<file path="src/rtl/dense_layer_mac.sv">
// dense_layer_mac: fixed-point dense (fully connected) layer. Each vector takes one signed
// 32x32 multiply-accumulate per cycle, walking the weight matrix row-major. Each row starts
// from its bias scaled up by FRAC_BITS. The accumulated sum is then shifted back down
// arithmetically and narrowed to 32 bits.
//
// Optional feature: define DENSE_LAYER_MAC_SATURATE_EN to clamp the narrowed result to the
// signed 32-bit range. When it is undefined, the result keeps the low 32 bits and wraps.
//
// Ports:
//   clk, rst_n           clock, asynchronous active-low reset
//   wr_en/wr_addr/wr_data parameter write; addr = row*(IN_LEN+1)+col, col=IN_LEN is the bias
//   in_valid/in_ready    input vector handshake; in_data packs x[c] at bits [c*32 +: 32]
//   out_valid/out_ready  result handshake; out_data packs out[r] at bits [r*32 +: 32]
module dense_layer_mac #(
  parameter int unsigned IN_LEN    = 3,
  parameter int unsigned OUT_LEN   = 3,
  parameter int unsigned FRAC_BITS = 16
) (
  input  logic                                    clk,
  input  logic                                    rst_n,
  input  logic                                    wr_en,
  input  logic [$clog2(OUT_LEN*(IN_LEN+1))-1:0]   wr_addr,
  input  logic [31:0]                             wr_data,
  input  logic                                    in_valid,
  output logic                                    in_ready,
  input  logic [32*IN_LEN-1:0]                    in_data,
  output logic                                    out_valid,
  input  logic                                    out_ready,
  output logic [32*OUT_LEN-1:0]                   out_data
);

  localparam int unsigned NParam = OUT_LEN * (IN_LEN + 1);
  localparam int unsigned AW     = $clog2(NParam);
  localparam int unsigned CW     = (IN_LEN > 1) ? $clog2(IN_LEN) : 1;
  localparam int unsigned RW     = (OUT_LEN > 1) ? $clog2(OUT_LEN) : 1;
  localparam logic [CW-1:0] ColLast = CW'(IN_LEN - 1);
  localparam logic [RW-1:0] RowLast = RW'(OUT_LEN - 1);

  typedef enum logic [1:0] {StIdle, StCompute, StDone} state_e;

  state_e             state_q, state_d;
  logic signed [31:0] mem_q [NParam];
  logic signed [31:0] x_q [IN_LEN];
  logic        [31:0] out_q [OUT_LEN];
  logic [CW-1:0]      col_q;
  logic [RW-1:0]      row_q;
  logic signed [63:0] acc_q;

  logic               wr_ok;
  logic signed [31:0] bias0;
  logic [AW-1:0]      w_idx;
  logic [AW-1:0]      nb_idx;
  logic signed [31:0] w_cur;
  logic signed [31:0] x_cur;
  logic signed [63:0] prod;
  logic signed [63:0] acc_sum;
  logic        [31:0] conv;
  logic               last_col;
  logic               last_row;

  // Bias in accumulator scale: sign-extend to 64 bits, then align with the products.
  function automatic logic signed [63:0] bias_ext(input logic signed [31:0] b);
    return $signed({{32{b[31]}}, b}) <<< FRAC_BITS;
  endfunction

  always_comb begin
    wr_ok    = wr_en && (state_q == StIdle) && (32'(wr_addr) < NParam);
    // A bias-0 write on the accepting edge must already be seen by the accumulator load.
    bias0    = (wr_ok && (wr_addr == AW'(IN_LEN))) ? wr_data : mem_q[AW'(IN_LEN)];
    last_col = (col_q == ColLast);
    last_row = (row_q == RowLast);
    w_idx    = AW'(32'(row_q) * (IN_LEN + 1) + 32'(col_q));
    // On the last row the reload value is unused; point at a valid entry anyway.
    nb_idx   = last_row ? AW'(IN_LEN) : AW'((32'(row_q) + 1) * (IN_LEN + 1) + IN_LEN);
    w_cur    = mem_q[w_idx];
    x_cur    = x_q[col_q];
    prod     = $signed({{32{w_cur[31]}}, w_cur}) * $signed({{32{x_cur[31]}}, x_cur});
    acc_sum  = acc_q + prod;
  end

`ifdef DENSE_LAYER_MAC_SATURATE_EN
  logic signed [63:0] shifted;
  always_comb begin
    shifted = acc_sum >>> FRAC_BITS;
    // Bits 63..31 all equal means the value fits in signed 32 bits.
    if (!(&shifted[63:31]) && (|shifted[63:31])) begin
      conv = shifted[63] ? 32'h8000_0000 : 32'h7FFF_FFFF;
    end else begin
      conv = shifted[31:0];
    end
  end
`else
  always_comb begin
    conv = 32'(acc_sum >>> FRAC_BITS);
  end
`endif

  always_comb begin
    state_d = state_q;
    unique case (state_q)
      StIdle:    if (in_valid) state_d = StCompute;
      StCompute: if (last_col && last_row) state_d = StDone;
      StDone:    if (out_ready) state_d = StIdle;
      default:   state_d = StIdle;
    endcase
  end

  always_comb begin
    in_ready  = (state_q == StIdle);
    out_valid = (state_q == StDone);
    out_data  = '0;
    for (int r = 0; r < int'(OUT_LEN); r++) begin
      out_data[r*32 +: 32] = out_q[r];
    end
  end

  always_ff @(posedge clk or negedge rst_n) begin
    if (!rst_n) begin
      state_q <= StIdle;
      acc_q   <= '0;
      row_q   <= '0;
      col_q   <= '0;
      for (int i = 0; i < int'(NParam); i++) mem_q[i] <= '0;
      for (int c = 0; c < int'(IN_LEN); c++) x_q[c] <= '0;
      for (int r = 0; r < int'(OUT_LEN); r++) out_q[r] <= '0;
    end else begin
      state_q <= state_d;
      unique case (state_q)
        StIdle: begin
          if (wr_ok) mem_q[wr_addr] <= wr_data;
          if (in_valid) begin
            for (int c = 0; c < int'(IN_LEN); c++) x_q[c] <= in_data[c*32 +: 32];
            row_q <= '0;
            col_q <= '0;
            acc_q <= bias_ext(bias0);
          end
        end
        StCompute: begin
          if (last_col) begin
            out_q[row_q] <= conv;
            acc_q        <= bias_ext(mem_q[nb_idx]);
            col_q        <= '0;
            row_q        <= last_row ? '0 : row_q + 1'b1;
          end else begin
            acc_q <= acc_sum;
            col_q <= col_q + 1'b1;
          end
        end
        default: ;
      endcase
    end
  end

endmodule

</file>
<file path="config.mk">
export PLATFORM = sky130hd
export DESIGN_NAME = dense_layer_mac
export DESIGN_NICKNAME = d
export VERILOG_FILES = /design/src/rtl/dense_layer_mac.sv
export SDC_FILE = /design/constraint.sdc
export NUM_CORES = 2
export LEC_CHECK = 0
export CAP_MARGIN = 25
export CORE_ASPECT_RATIO = 0.6
export CORE_MARGIN = 5
export CORE_UTILIZATION = 60
export DETAILED_ROUTE_END_ITERATION = 8
export DONT_BUFFER_PORTS = 1
export PLACE_DENSITY = 0.87
export SKIP_CTS_REPAIR_TIMING = 1
export SYNTH_ARGS = -nofsm -noshare
export SYNTH_HDL_FRONTEND = slang
export SYNTH_SLANG_ARGS = --single-unit
</file>
<file path="constraint.sdc">
create_clock -name clk -period 9.5 [get_ports clk]
set_clock_uncertainty 0.1 [all_clocks]
set_input_delay 1.9 -clock clk [delete_from_list [all_inputs] [get_ports clk]]
set_output_delay 1.9 -clock clk [all_outputs]
set_load 0.01 [all_outputs]
</file>
Word level (Yosys, flattened, before mapping):

Index checks and enable logic that the tools add are counted.

* add/subtract/negate cells: 6
* multipliers: 1
* $lt $le $gt $ge: 8
* eq/ne operators: 9
* mux-type cells: 30
* bitwise gates (word level): 5
* reductions and logical operators: 14

Operators by type and width (number)
* bitwise mux 384 bit: 1
* 2-to-1 mux 32 bit: 9
* binary-select mux 32 bit (select 4 bit): 2
* demux 32 bit (select 4 bit): 1
* 2-to-1 mux 64 bit: 2
* one-hot mux 64 bit (2 select lines): 1
* bitwise mux 96 bit: 1
* adder 64 bit: 1
* binary-select mux 32 bit (select 2 bit): 1
* demux 32 bit (select 2 bit): 1
* multiplier 32 x 32 -> 64 bit: 1
* greater-or-equal comparator 5 bit (second input constant): 3
* NOT 4 -> 5 bit: 3
* 2-to-1 mux 2 bit: 7
* one-hot mux 2 bit (2 select lines): 2
* AND reduction 2 bit: 4
* adder 2 x 1 -> 2 bit (second input constant): 3
* equality test 2 bit (second input constant): 3
* greater-or-equal comparator 3 bit (second input constant): 2
* logical AND 1 bit: 6
* inequality test 2 bit (second input constant): 3
* NOT 2 -> 3 bit: 2
* one-hot mux 2 bit (3 select lines): 1
* AND reduction 3 bit: 2
* other kinds (11): 11

* bits in registers: 646
* output and inout port bits: 98
* logic and storage cells: 95

Logic depth before layout (Yosys ltp):

* depth after elaboration: 9
* gate-level depth with buffers: 42
* depth with buffers taken out: 33

Worst setup path before layout:

Ideal clock, no wire load.

* kind: register to register
* start point: reg col_q[0]
* end point: reg out_q (netlist bit out_data[29])
* library setup time: 125 ps
* arrival: 9247 ps
* required time: 9275 ps
* slack: 29 ps
* stages on the path, launching flop included: 37
* buffers on the path: 9
* period minus slack after synthesis: 9471 ps
* cell sequence: dfrtp_1 -> buf_6 -> buf_12 -> buf_12 -> buf_6 -> buf_4 -> buf_6 -> buf_2 -> buf_2 -> mux2i_1 -> o21ai_1 -> clkbuf_1 -> nand2_1 -> fa_1 -> fa_1 -> inv_1 -> fa_1 -> inv_1 -> fa_1 -> inv_1 -> fa_1 -> fa_1 -> fa_1 -> inv_1 -> fa_1 -> inv_1 -> ha_1 -> a21o_1 -> a21o_1 -> a21o_1 -> a21o_1 -> a21o_1 -> a21o_1 -> a21o_1 -> a31oi_1 -> xnor2_1 -> mux2_2

* longest elaborated chain between the ends: 8
* elaborated cells between the ends (all ways): 14

RTL lines
* start: declaration: line 45 `logic [CW-1:0] col_q;`
* start signal: assignment: line 146 `col_q <= col_q + 1'b1;`
* adder 4 x 2 -> 4 bit: line 72 `w_idx = AW'(32'(row_q) * (IN_LEN + 1) + 32'(col_q));`
* NOT 4 -> 5 bit (implied by the code): line 75 `w_cur = mem_q[w_idx];`
* binary-select mux 32 bit (select 4 bit): line 75
* 2-to-1 mux 32 bit (implied by the code) (2 in a row): line 75
* multiplier 32 x 32 -> 64 bit: line 77 `prod = $signed({{32{w_cur[31]}}, w_cur}) * $signed({{32{x_cur[31]}}, x_cur});`
* adder 64 bit: line 78 `acc_sum = acc_q + prod;`
* bitwise mux 96 bit: line 140 `out_q[row_q] <= conv;`
* end signal: indexed assignment: line 140
* end: declaration: line 44 `logic [31:0] out_q [OUT_LEN];`

Parallel ways exist; a longest one is shown, timed or not. The select of a mux whose other input is x is not followed.
A chain may end at the register's enable or synchronous reset.

Worst setup path after layout:

* start point: reg col_q[0]
* end point: reg acc_q[38]

* longest elaborated chain between the ends: 9
* elaborated cells between the ends (all ways): 14

RTL lines
* adder 4 x 2 -> 4 bit: line 72
* NOT 4 -> 5 bit (implied by the code): line 75
* binary-select mux 32 bit (select 4 bit): line 75
* 2-to-1 mux 32 bit (implied by the code) (2 in a row): line 75
* multiplier 32 x 32 -> 64 bit: line 77
* adder 64 bit: line 78
* 2-to-1 mux 64 bit (*): line 139 `if (last_col) begin`
* one-hot mux 64 bit (2 select lines) (*): line 128 `unique case (state_q)`
* end signal: assignment: line 135 `acc_q <= bias_ext(bias0);`
* end signal: assignment: line 141 `acc_q <= bias_ext(mem_q[nb_idx]);`
* end signal: assignment: line 145 `acc_q <= acc_sum;`
* end: declaration: line 47 `logic signed [63:0] acc_q;`

Every way passes the cells marked *; elsewhere a longest branch is shown, timed or not. The select of a mux whose other input is x is not followed.

==> impl_metrics.csv <==
group,metric,value,unit
routing,drt-pass1-iter-count,9,
synthesis,syn_area,0.0591,mm^2
synthesis,syn-num-nets,6975,
timing,finalSetupViolations,0,
layout,syn2layout_area_growth,12.7,%
global_routing,track_usage,41.6,%
worst_setup_path,crit_path_end_kind,"register",
routing,drt_first_iter_violations,5985,
layout,utilization,68.0,%
placement,gp_congestion,1.03,
floorplanning,initial_core_util,60.3,%
routing,route.detailed.drc,0,
clock_tree,clockRootBuffer,"clkbuf_16",
worst_setup_path,required,10.01,ns
synthesis,yosysSeqAreaShare,26.7,%
synthesis,yosys.cell_types.count,70,
clock_tree,cts_tree,"done",
worst_setup_path,worstPathArrival,9.91,ns
layout,drive_above_1_share,21.3,%
global_routing,grt_max_degree,631,
timing,rsz0062_at_grt,"true",
synthesis,syn_inst,5750,
routing,wl_met1,81200,um
placement,hpwl,169000,um
global_routing,antenna_found_initial,15,
floorplanning,dieArea,0.105,mm^2
floorplanning,fp.dieH,253,um
timing,worst_slew_pin_slew,1.24,ns
floorplanning,row_count,89,
routing,wl,217000,um
global_routing,globalRouteOverflowTotal,0,
clock_tree,cts_made_buffers,57,
timing,fmax,106,MHz
synthesis,yosysTopAreaCell,"fa_1",
hold_path,hold_path.class,"register to register",
layout,final_nets,7179,
synthesis,ys.flop_type,"dfrtp_1",
timing,slew_headroom,17.7,%
routing,dr_wl_met3,40300,um
global_routing,grt_pass1_wl,319000,um
floorplanning,die_w,415,um
synthesis,ys_ff_latch,630,
routing,avgViaCountPerCell,6.20,
synthesis,yosys_warnings,0,
clock_tree,cts_htree_levels,2,
synthesis,synth_area_leaders,"fa_1 (31%), dfrtp_1 (27%), mux2_2 (9.0%)",
routing,via_count,45420,
run,cap_viol_max_count,0,
routing,wl_per_cell,29.6,um
clock_tree,clk_pin_slew,0.07,ns
floorplanning,io_pins,235,
timing,finalMaxSlewViolations,0,
placement,io_buffers,0,
timing,fin_crit,9.40,ns
synthesis,synth_top_area_share,30.6,%
worst_setup_path,cp_common_cell,"fa_1",
synthesis,ys_async_sr_fraction,100,%
routing,antenna_left,0,
timing,min_period_over_period,98.9,%
worst_setup_path,path_max_fanout,11,
worst_setup_path,slowest_stage,"mux4_2",
global_routing,first_global_vias,47654,
routing,dr.max_layer_used,"met5",
run_status,status,"complete, no violations",
clock_tree,clock_latency,0.69,ns
floorplanning,core_area,0.0981,mm^2
worst_setup_path,worstSetupPathType,"register to register",
clock_tree,cts_max_path_buffers,3,
worst_setup_path,critical_path.startpoint_type,"register",
synthesis,synth_edf_count,0,
synthesis,avgSynthCellArea,10.3,um^2
worst_setup_path,critPathMaxStageDelay,0.58,ns
routing,met2_length,83000,um
clock_tree,cts.sinks,630,
timing,finalHoldViolations,0,
-- kinds of logic (layout without fill, tap and decap cells) --
logic type	count (synthesis)	after routing	synth area share (%)
other cells	0	8	0
compound gates	438	438	4.70
simple gates	1517	1517	10.3
mux	667	667	13.9
flops	630	630	26.7
xor+xnor	86	86	1.30
fa+ha+maj	1088	1088	34.5
buf+inv	1324	1575	8.65
-- layout make-up --
type | count | area [um^2]
Multi-Input combinational cell | 3796 | 38900
Fill cell | 6981 | 31400
Sequential cell | 630 | 15800
Timing Repair Buffer | 483 | 4610
Inverter | 986 | 3700
Tap cell | 1319 | 1650
Clock buffer | 71 | 1580
Clock inverter | 35 | 419
Antenna cell | 8 | 20.0
-- placed cells by master (no fill, tap or decap), drive strengths merged, types with 22 or more instances in the layout --
cell / Yosys / layout
mux4: 75 / 75
buf: 76 / 480
inv: 986 / 992
mux2i: 119 / 119
mux2: 473 / 473
a211oi: 22 / 22
nand2: 976 / 976
dfrtp: 630 / 630
fa: 904 / 904
clkbuf: 262 / 74
a21o: 56 / 56
and2: 93 / 93
nor2: 380 / 380
a21oi: 140 / 140
ha: 184 / 184
xnor2: 68 / 68
o21ai: 99 / 99
-- metal layers --
metal | up-vias | global-route usage [%]
li1 | 18152 | -
met1 | 23008 | 56.8
met2 | 3533 | 54.3
met3 | 709 | 23.6
met4 | 18 | 17.2
met5 | - | 0
-- state kept, by name (all words and copies together), names as in the netlist --
signal,cells
x_q,96
col_q,2
mem_q,384
acc_q,48
state_q,2
out_data,96
row_q,2
-- critical path: cells and delay by family (launching register included) --
| kind | cells | cell delay, ns |
|---|---|---|
| compound gates | 6 | 1.08 |
| buf+inv | 13 | 1.55 |
| flops | 1 | 0.43 |
| simple gates | 5 | 0.76 |
| mux | 2 | 0.83 |
| fa+ha+maj | 9 | 4.40 |
| xor+xnor | 1 | 0.15 |
-- worst paths after layout --
| kind | startpoint | to | slack (ns) | depth (start not counted) |
|---|---|---|---|---|
| worst min-delay path | x_q[92] | x_q[92] | 0.38 | 2 |
| worst max register to register | col_q[0] | acc_q[38] | 0.10 | 36 |
| worst min register to register | x_q[92] | x_q[92] | 0.38 | 2 |
| max in group asynchronous | rst_n | out_data[2] | 6.11 | 2 |
| worst max-delay path | col_q[0] | acc_q[38] | 0.10 | 36 |
| min in group asynchronous | rst_n | mem_q[197] | 0.83 | 0 |
-- metrics by stage --
stage	area, um^2	TNS (ns)	worst slack, ns	hold WS [ns]	std cells
3_3_place_gp	63700	-7.57	-0.402	0.358	7189
3_5_place_dp	63800	-10.70	-0.472	0.361	7192
6_report	66700	0	0.101	0.378	7328
4_1_cts	65800	-15.83	-0.552	0.378	7298
5_1_grt	66700	-1.79	-0.180	0.388	7321
2_1_floorplan	59100	0	0.0288	0.345	5750
-- synthesized netlist by cell type (9+ instances only) --
library cell and n:
a31oi_1 12, o21ai_0 83, nor2_1 380, dfrtp_1 630
fa_1 904, mux4_2 73, nand2_1 975, nand3_1 9
xor2_1 17, o22ai_1 18, mux2_2 473, o211ai_1 12
nand2b_1 18, ha_1 184, buf_1 30, clkbuf_1 262
a21oi_1 139, inv_1 986, a21o_1 56, buf_2 30
a211oi_1 22, o22a_1 17, mux2i_1 118, nor2b_1 15
and2_1 93, o21a_1 9, o21ai_1 14, o31ai_1 9
xnor2_1 68
Power is left out: the tool's default activity adds up to more than one toggle a clock period on the data nets, which glitch-free logic cannot reach.
